--- config.mk ---
export PLATFORM = sky130hd
export DESIGN_NAME = cond_unit_flat
export DESIGN_NICKNAME = d
export VERILOG_FILES = /design/src/rtl/cond_unit_if.sv /design/src/rtl/cond_unit.sv /design/src/flat_wrapper.sv
export SDC_FILE = /design/constraint.sdc
export NUM_CORES = 1
export LEC_CHECK = 0
export CORE_AREA = 2 2 118 63
export CTS_CLUSTER_SIZE = 10
export DETAILED_ROUTE_END_ITERATION = 8
export DIE_AREA = 0 0 120 65
export GPL_ROUTABILITY_DRIVEN = 1
export SKIP_LAST_GASP = 1
export SYNTH_ARGS = -nofsm -noshare
export SYNTH_HDL_FRONTEND = slang
export SYNTH_SLANG_ARGS = --single-unit
export TNS_END_PERCENT = 10
--- constraint.sdc ---
create_clock -name clk -period 5.9 [get_ports clk]
set_input_delay 1.18 -clock clk [delete_from_list [all_inputs] [get_ports clk]]
set_output_delay 1.18 -clock clk [all_outputs]
set_load 0.005 [all_outputs]
--- src/rtl/cond_unit_if.sv ---
// Control-intent and gated-enable bundle between the multicycle decoder FSM
// and the conditional-execution unit.
interface cond_unit_if #(
  parameter int CNT_W = 16
);
  logic [3:0]       Cond;
  logic [3:0]       ALUFlags;
  logic [1:0]       FlagW;
  logic             PCS;
  logic             NextPC;
  logic             RegW;
  logic             MemW;
  logic             NoWrite;
  logic             IRWrite;
  logic             CntClr;
  logic             PCWrite;
  logic             RegWrite;
  logic             MemWrite;
  logic [3:0]       Flags;
  logic             CondEx_q;
  logic [CNT_W-1:0] RetireCount;
  logic [CNT_W-1:0] SquashCount;

  modport master (
    output Cond, ALUFlags, FlagW, PCS, NextPC, RegW, MemW, NoWrite, IRWrite, CntClr,
    input  PCWrite, RegWrite, MemWrite, Flags, CondEx_q, RetireCount, SquashCount
  );

  modport slave (
    input  Cond, ALUFlags, FlagW, PCS, NextPC, RegW, MemW, NoWrite, IRWrite, CntClr,
    output PCWrite, RegWrite, MemWrite, Flags, CondEx_q, RetireCount, SquashCount
  );
endinterface

--- src/rtl/cond_unit.sv ---
// Conditional-execution back end: NZCV register, once-per-instruction condition
// latch, gated PC/register/memory write enables and retire/squash counters.
module cond_unit #(
  parameter int CNT_W = 16
) (
  input  logic       clk,
  input  logic       Reset,
  cond_unit_if.slave cu
);

  logic [3:0]       flags_q;
  logic             condex_q;
  logic             dec_q;
  logic [CNT_W-1:0] retire_q;
  logic [CNT_W-1:0] squash_q;
  logic             cc;

  logic n_f, z_f, c_f, v_f;
  assign {n_f, z_f, c_f, v_f} = flags_q;

  always_comb begin
    cc = 1'b0;
    case (cu.Cond)
      4'b0000: cc = z_f;
      4'b0001: cc = ~z_f;
      4'b0010: cc = c_f;
      4'b0011: cc = ~c_f;
      4'b0100: cc = n_f;
      4'b0101: cc = ~n_f;
      4'b0110: cc = v_f;
      4'b0111: cc = ~v_f;
      4'b1000: cc = c_f & ~z_f;
      4'b1001: cc = ~c_f | z_f;
      4'b1010: cc = (n_f == v_f);
      4'b1011: cc = (n_f != v_f);
      4'b1100: cc = ~z_f & (n_f == v_f);
      4'b1101: cc = z_f | (n_f != v_f);
      4'b1110: cc = 1'b1;
      default: cc = 1'b0;
    endcase
  end

  // Flag writes are qualified by the pre-edge condex_q, so a decode-cycle
  // latch and a flag update in the same cycle never see each other.
  always_ff @(posedge clk or negedge Reset) begin
    if (!Reset) begin
      flags_q  <= 4'b0000;
      condex_q <= 1'b0;
      dec_q    <= 1'b0;
      retire_q <= '0;
      squash_q <= '0;
    end else begin
      dec_q <= cu.IRWrite;
      if (dec_q)
        condex_q <= cc;
      if (cu.FlagW[1] && condex_q)
        flags_q[3:2] <= cu.ALUFlags[3:2];
      if (cu.FlagW[0] && condex_q)
        flags_q[1:0] <= cu.ALUFlags[1:0];
      if (cu.CntClr) begin
        retire_q <= '0;
        squash_q <= '0;
      end else if (dec_q) begin
        if (cc) begin
          if (retire_q != '1)
            retire_q <= retire_q + 1'b1;
        end else begin
          if (squash_q != '1)
            squash_q <= squash_q + 1'b1;
        end
      end
    end
  end

  assign cu.PCWrite     = (cu.PCS & condex_q) | cu.NextPC;
  assign cu.RegWrite    = cu.RegW & condex_q & ~cu.NoWrite;
  assign cu.MemWrite    = cu.MemW & condex_q;
  assign cu.Flags       = flags_q;
  assign cu.CondEx_q    = condex_q;
  assign cu.RetireCount = retire_q;
  assign cu.SquashCount = squash_q;

endmodule
--- src/flat_wrapper.sv ---
// flat-port wrapper written by rule: the top's interface ports become plain ports
module cond_unit_flat 
#(
  parameter int CNT_W = 16
)
  (clk, Reset, cu_Cond, cu_ALUFlags, cu_FlagW, cu_PCS, cu_NextPC, cu_RegW, cu_MemW, cu_NoWrite, cu_IRWrite, cu_CntClr, cu_PCWrite, cu_RegWrite, cu_MemWrite, cu_Flags, cu_CondEx_q, cu_RetireCount, cu_SquashCount);
  cond_unit_if #(.CNT_W(CNT_W)) cu_i ();
  input  logic clk;
  input  logic Reset;
  input wire logic [$bits(cu_i.Cond)-1:0] cu_Cond;
  input wire logic [$bits(cu_i.ALUFlags)-1:0] cu_ALUFlags;
  input wire logic [$bits(cu_i.FlagW)-1:0] cu_FlagW;
  input wire logic [$bits(cu_i.PCS)-1:0] cu_PCS;
  input wire logic [$bits(cu_i.NextPC)-1:0] cu_NextPC;
  input wire logic [$bits(cu_i.RegW)-1:0] cu_RegW;
  input wire logic [$bits(cu_i.MemW)-1:0] cu_MemW;
  input wire logic [$bits(cu_i.NoWrite)-1:0] cu_NoWrite;
  input wire logic [$bits(cu_i.IRWrite)-1:0] cu_IRWrite;
  input wire logic [$bits(cu_i.CntClr)-1:0] cu_CntClr;
  output wire logic [$bits(cu_i.PCWrite)-1:0] cu_PCWrite;
  output wire logic [$bits(cu_i.RegWrite)-1:0] cu_RegWrite;
  output wire logic [$bits(cu_i.MemWrite)-1:0] cu_MemWrite;
  output wire logic [$bits(cu_i.Flags)-1:0] cu_Flags;
  output wire logic [$bits(cu_i.CondEx_q)-1:0] cu_CondEx_q;
  output wire logic [$bits(cu_i.RetireCount)-1:0] cu_RetireCount;
  output wire logic [$bits(cu_i.SquashCount)-1:0] cu_SquashCount;
  assign cu_i.Cond = cu_Cond;
  assign cu_i.ALUFlags = cu_ALUFlags;
  assign cu_i.FlagW = cu_FlagW;
  assign cu_i.PCS = cu_PCS;
  assign cu_i.NextPC = cu_NextPC;
  assign cu_i.RegW = cu_RegW;
  assign cu_i.MemW = cu_MemW;
  assign cu_i.NoWrite = cu_NoWrite;
  assign cu_i.IRWrite = cu_IRWrite;
  assign cu_i.CntClr = cu_CntClr;
  assign cu_PCWrite = cu_i.PCWrite;
  assign cu_RegWrite = cu_i.RegWrite;
  assign cu_MemWrite = cu_i.MemWrite;
  assign cu_Flags = cu_i.Flags;
  assign cu_CondEx_q = cu_i.CondEx_q;
  assign cu_RetireCount = cu_i.RetireCount;
  assign cu_SquashCount = cu_i.SquashCount;
  cond_unit #(.CNT_W(CNT_W)) u_core (.clk(clk), .Reset(Reset), .cu(cu_i));
endmodule
# [After elaboration in Yosys (flattened, before gate mapping)]
# Index checks and enable logic that the tools add are counted.
[totals] register_bits=38 out_inout_bits=40 wordCells=59
[classes] reduce_logical=9 n_bitwise=14 mux=9 eq_ne=19 addsub=2
[ops] cell="2-to-1 mux 16 bit" n=8
[ops] cell="adder 16 x 1 -> 16 bit, second input constant" n=2
[ops] cell="!= test 16 bit, second input constant" n=2
[ops] cell="== test 4 bit, second input constant" n=7
[ops] cell="== test 4 x 3 -> 1 bit, second input constant" n=4
[ops] cell="case mux 1 bit (15 select lines)" n=1
[ops] cell="== test 4 x 2 -> 1 bit, second input constant" n=2
[ops] cell="nonzero test 2 bit" n=4
[ops] cell="AND 1 bit" n=6
[ops] cell="AND reduction 3 bit" n=2
[ops] cell="inverter 1 bit" n=5
[ops] cell="== test 4 x 1 -> 1 bit, second input constant" n=1
[ops] cell="zero test 4 bit" n=1
[ops] cell="OR 1 bit" n=3
[ops] cell="logical AND 1 bit" n=2
[ops] cell="!= test 2 bit, second input constant" n=1
[ops] cell="== test 1 bit" n=1
[ops] cell="!= test 1 bit" n=1

# [Logic depth before layout (Yosys ltp)]
[depth] ltp_word=6 ltp_mapped=9 ltp_nobuf=7

# [Worst setup path before layout]
# No wires, ideal clock.
[synth_path] path_type="input to register" from="in cu_Cond[2]" to="reg u_core.squash_q[14], in the netlist u_core.cu.SquashCount[14]" stages=7 setup_ps=78 slack_ps=2945 n_path_buf=1 required_time_ps=5822 arrival_time_ps=2877 cell_sequence="or3b_1 -> o311ai_1 -> mux2i_1 -> o221ai_1 -> clkbuf_1 -> or4_1 -> a21oi_1"
[synth_via] elab_chain_len=4 elab_cells_between_ends=18
[synth_rtl] element="start: declaration" line="flat_wrapper.sv:10" rtl="input wire logic [$bits(cu_i.Cond)-1:0] cu_Cond;"
[synth_rtl] element="== test 4 bit, or another cell as far along" line="cond_unit.sv:23" rtl="case (cu.Cond)"
[synth_rtl] element="case mux 1 bit (15 select lines) (*)" line="cond_unit.sv:23"
[synth_rtl] element="!= test 2 bit (no line) (*)"
[synth_rtl] element="AND reduction 3 bit (no line) (*)"
[synth_rtl] element="end signal: assignment" line="cond_unit.sv:69" rtl="squash_q <= squash_q + 1'b1;"
[synth_rtl] element="end: declaration" line="cond_unit.sv:15" rtl="logic [CNT_W-1:0] squash_q;"
# Every way passes the cells marked *; elsewhere a longest branch is shown, timed or not.
# A chain may end at the register's enable or synchronous reset.

# [Final worst setup path]
[layout_path] from="in cu_Cond[1]" to="reg u_core.retire_q[13], in the netlist u_core.cu.RetireCount[13]"
[layout_via] elab_chain_len=4 elab_cells_between_ends=18
[layout_rtl] element="== test 4 bit, or another cell as far along" line="cond_unit.sv:23"
[layout_rtl] element="case mux 1 bit (15 select lines) (*)" line="cond_unit.sv:23"
[layout_rtl] element="nonzero test 2 bit (no line) (*)"
[layout_rtl] element="AND reduction 3 bit (no line) (*)"
[layout_rtl] element="end signal: assignment" line="cond_unit.sv:66" rtl="retire_q <= retire_q + 1'b1;"
[layout_rtl] element="end: declaration" line="cond_unit.sv:14" rtl="logic [CNT_W-1:0] retire_q;"
# Marks and branches as above.

==> metrics.md <==
| Metric | Value |
|---|---|
| Critical-path maximum fanout | `30` |
| CTS max path bufs | `2` |
| Maximum clock rate | `0.282 GHz` |
| Most used DFF post-synth | `dfrtp_1` |
| Outcome | `finished clean` |
| Area contributors post-synth | `dfrtp_1, a21oi_1, nand3_1` |
| DIE WIDTH | `approximately 120 µm` |
| Synth top area share | `43.7%` |
| Routed wire per std cell | `between 10 and 15 µm` |
| Num ports | `59` |
| GR Util met2 | `~22%` |
| Slowest CP cell | `o22a_1` |
| Max Slew Vio Count | `0` |
| RSZ-0062 raised after global routing | `no` |
| Mapped Cells | `240` |
| GR Util All Layers | `16.2%` |
| CP delay by family, top | `compound AO/OA/AOI/OAI gates` |
| Nets | `314` |
| Initial antenna violation count | `0` |
| Post-CTS sizing | `0` |
| Overall power | `between 0.7 and 0.8 mW` |
| # clock sinks | `38` |
| Clk_lat worst skew | `0.28 ns` |
| DRT iter0 DRCs | `172` |
| Post-Syn Nets | `261` |
| Clock Skews | `0.00639 ns` |
| M1 GR Usage | `approximately a quarter` |
| Synth Register Bits | `38` |
| Hold buffers post-CTS | `0` |
| Ys Warns | `0` |
| Register-to-register setup slack | `3.11 ns` |
| Post-DRT Antenna Nets | `0` |
| Post-route DRC | `0` |
| Post-DP HPWL | `between 4 and 5 mm` |
| Share of cells above drive strength 1 | `6.12%` |
| Avg Cell Area, Syn | `9.06 µm²` |
| Top cell type by total area after synthesis | `dfrtp_1` |
| Hold Vio Cnt, Final | `0` |
| Relative slew margins | `38.4%` |
| Clock tree from TritonCTS | `yes` |
| I/O Buffers | `58` |
| Async SR Flop Fraction | `100%` |
| Diode count | `0` |
| Starting Density | `31.5%` |
| M3 GR Usage | `around 6.2%` |
| CP Launch Type | `primary input` |
| First-pass GRT wire length | `10.1 mm` |
| Post-CTS Setup Bufs | `0` |
| CTS buffer count | `5` |
| Via count | `2048` |
| Fin crit share | `60.2%` |
| Routed vias/inst | `between 5 and 6` |
| Pre-antenna DRT Iters | `4` |
| Placeable Area | `a little under 7000 µm²` |
| Leakage power | `1.12 nW` |
| Req. time, crit path | `6.06 ns` |
| DP Worst Slack | `2.09 ns` |
| Tightest Pin Transition | `0.924 ns` |
| Seq/Total Area, Yosys | `43.7%` |
| Pwr Density | `roughly 240 nW/µm²` |
| Final setup vio count | `0` |
| Crit Path Class | `in2reg` |
| Root Driver | `clkbuf_16` |
| Max-cap viol count | `0` |
| Final setup margin | `roughly 2.4 ns` |
| Min Tclk post-route | `3.55 ns` |
| Vias in the first global route | `1991` |
| Max IR drop VDD | `0.0996 mV` |
| Crit. End Element | `flop` |
| Yosys cell types | `34` |
| Core Rows | `22` |
| Area Overhead vs Synth | `37.1%` |
| GP Congestion | `0.807` |
| Worst min path class | `reg2reg` |
| Setup tns final | `0 ns` |
| Mapped Area | `2170 µm²` |
| Total Wirelength | `around 5.8 mm` |
| EDFF count, synth | `0` |
| GR peak layer | `met1` |
| Clock H-tree levels | `2` |
| Crit path buffers/inverters | `1` |
| Largest net degree at the start of global routing | `39` |
| Gr ovfl total | `0` |
| Reg clk slew, reported paths | `0.06 ns` |
| Area of the die | `between 7000 and 8000 µm²` |
| Max incr delay on CP | `between 0.8 and 0.9 ns` |
| Critical Path, Cell by Cell | `clkdlybuf4s50_1 -> mux2i_1 -> a311oi_1 -> o22a_1 -> nor3_1 -> mux2_2` |
| CP arrival | `3.71 ns` |
| Die span in y | `~65 µm` |
==> layer usage <==
layer  share of wire [%]  up-vias
met5                   0        -
met3                 7.5        0
met2                  39       60
met1                  54      971
met4                   0        0
li1                    -     1017
==> per-stage QoR <==
stage,util (%),hold slack [ns],instance area [µm²],cells
after floorplan,-,0.498,2170,240
after global placement,40.8,0.559,2820,382
after detailed placement,40.8,0.564,2820,382
after CTS,43.1,0.574,2980,390
after global routing,43.1,0.611,2980,390
final,43.1,0.572,2980,390
==> report_power, final <==
group / switching [mW] / internal (mW)
clock network: 0.101 / 0.200
logic: 0.0553 / 0.0561
registers: 0.0186 / 0.272
total: 0.175 / 0.528
==> synth_stat cells (2+ instances only) <==
cell type,instances
a21oi_1,30
and2_1,2
and3_1,10
and4_1,2
buf_2,6
clkbuf_1,7
dfrtp_1,38
ha_1,2
inv_1,4
mux2_2,7
mux2i_1,3
nand2_1,16
nand3_1,19
nand4_1,5
nor2_1,9
nor2b_1,3
nor3_1,5
nor3b_1,3
nor4b_1,3
o21ai_0,15
o31ai_1,12
or3_1,13
or4_1,12
xor2_1,4
==> worst paths after layout <==
kind                                     startpoint                        end  depth (start not counted)
min reg2reg                u_core.cu.RetireCount[6]   u_core.cu.RetireCount[6]                          2
max                                      cu_Cond[1]  u_core.cu.RetireCount[13]                          6
min in group asynchronous                     Reset  u_core.cu.RetireCount[10]                          1
min                        u_core.cu.RetireCount[6]   u_core.cu.RetireCount[6]                          2
max in group asynchronous                     Reset  u_core.cu.RetireCount[15]                          1
max reg2reg                u_core.cu.RetireCount[0]   u_core.cu.RetireCount[7]                          7
==> placed cells by master (no fill, tap or decap), types with 9 or more instances in the layout <==
master           count
a21oi_1             30
dfrtp_1             38
nand2_1             16
nand3_1             19
or4_1               12
clkdlybuf4s50_1     57
or3_1               13
and3_1              10
o21ai_0             15
nor2_1               9
o31ai_1             12
==> final cells by class <==
class | count | area, µm²
Tap cell | 96 | 120
Timing Repair Buffer | 60 | 591
Inverter | 4 | 15.0
Clock buffer | 7 | 133
Multi-Input combinational cell | 184 | 1140
Sequential cell | 38 | 951
Fill cell | 694 | 3930
Clock inverter | 1 | 30.0
==> registers in the layout, summed over array words and instances, names as in the netlist <==
name                   cells
u_core.cu.RetireCount     16
u_core.cu.SquashCount     16
u_core.cu.Flags            4
u_core.cu.CondEx_q         1
u_core.dec_q               1
==> tightest hold or removal path: stages, from the launching register on <==
cell and delay [ns]:
dfrtp_1 0.40, o31ai_1 0.07, a21oi_1 0.06
==> cell families after synthesis <==
logic type / after synthesis / synth area share, %
and+or+nand+nor: 103 / 26.9
AOI/OAI and AO/OA: 65 / 17.8
DFF: 38 / 43.7
buffers and inverters: 18 / 3.80
muxes: 10 / 5.01
xor gates and xnor gates: 4 / 1.61
adders and majority gates: 2 / 1.15
Note: power is estimated with default switching activity, not from simulation.
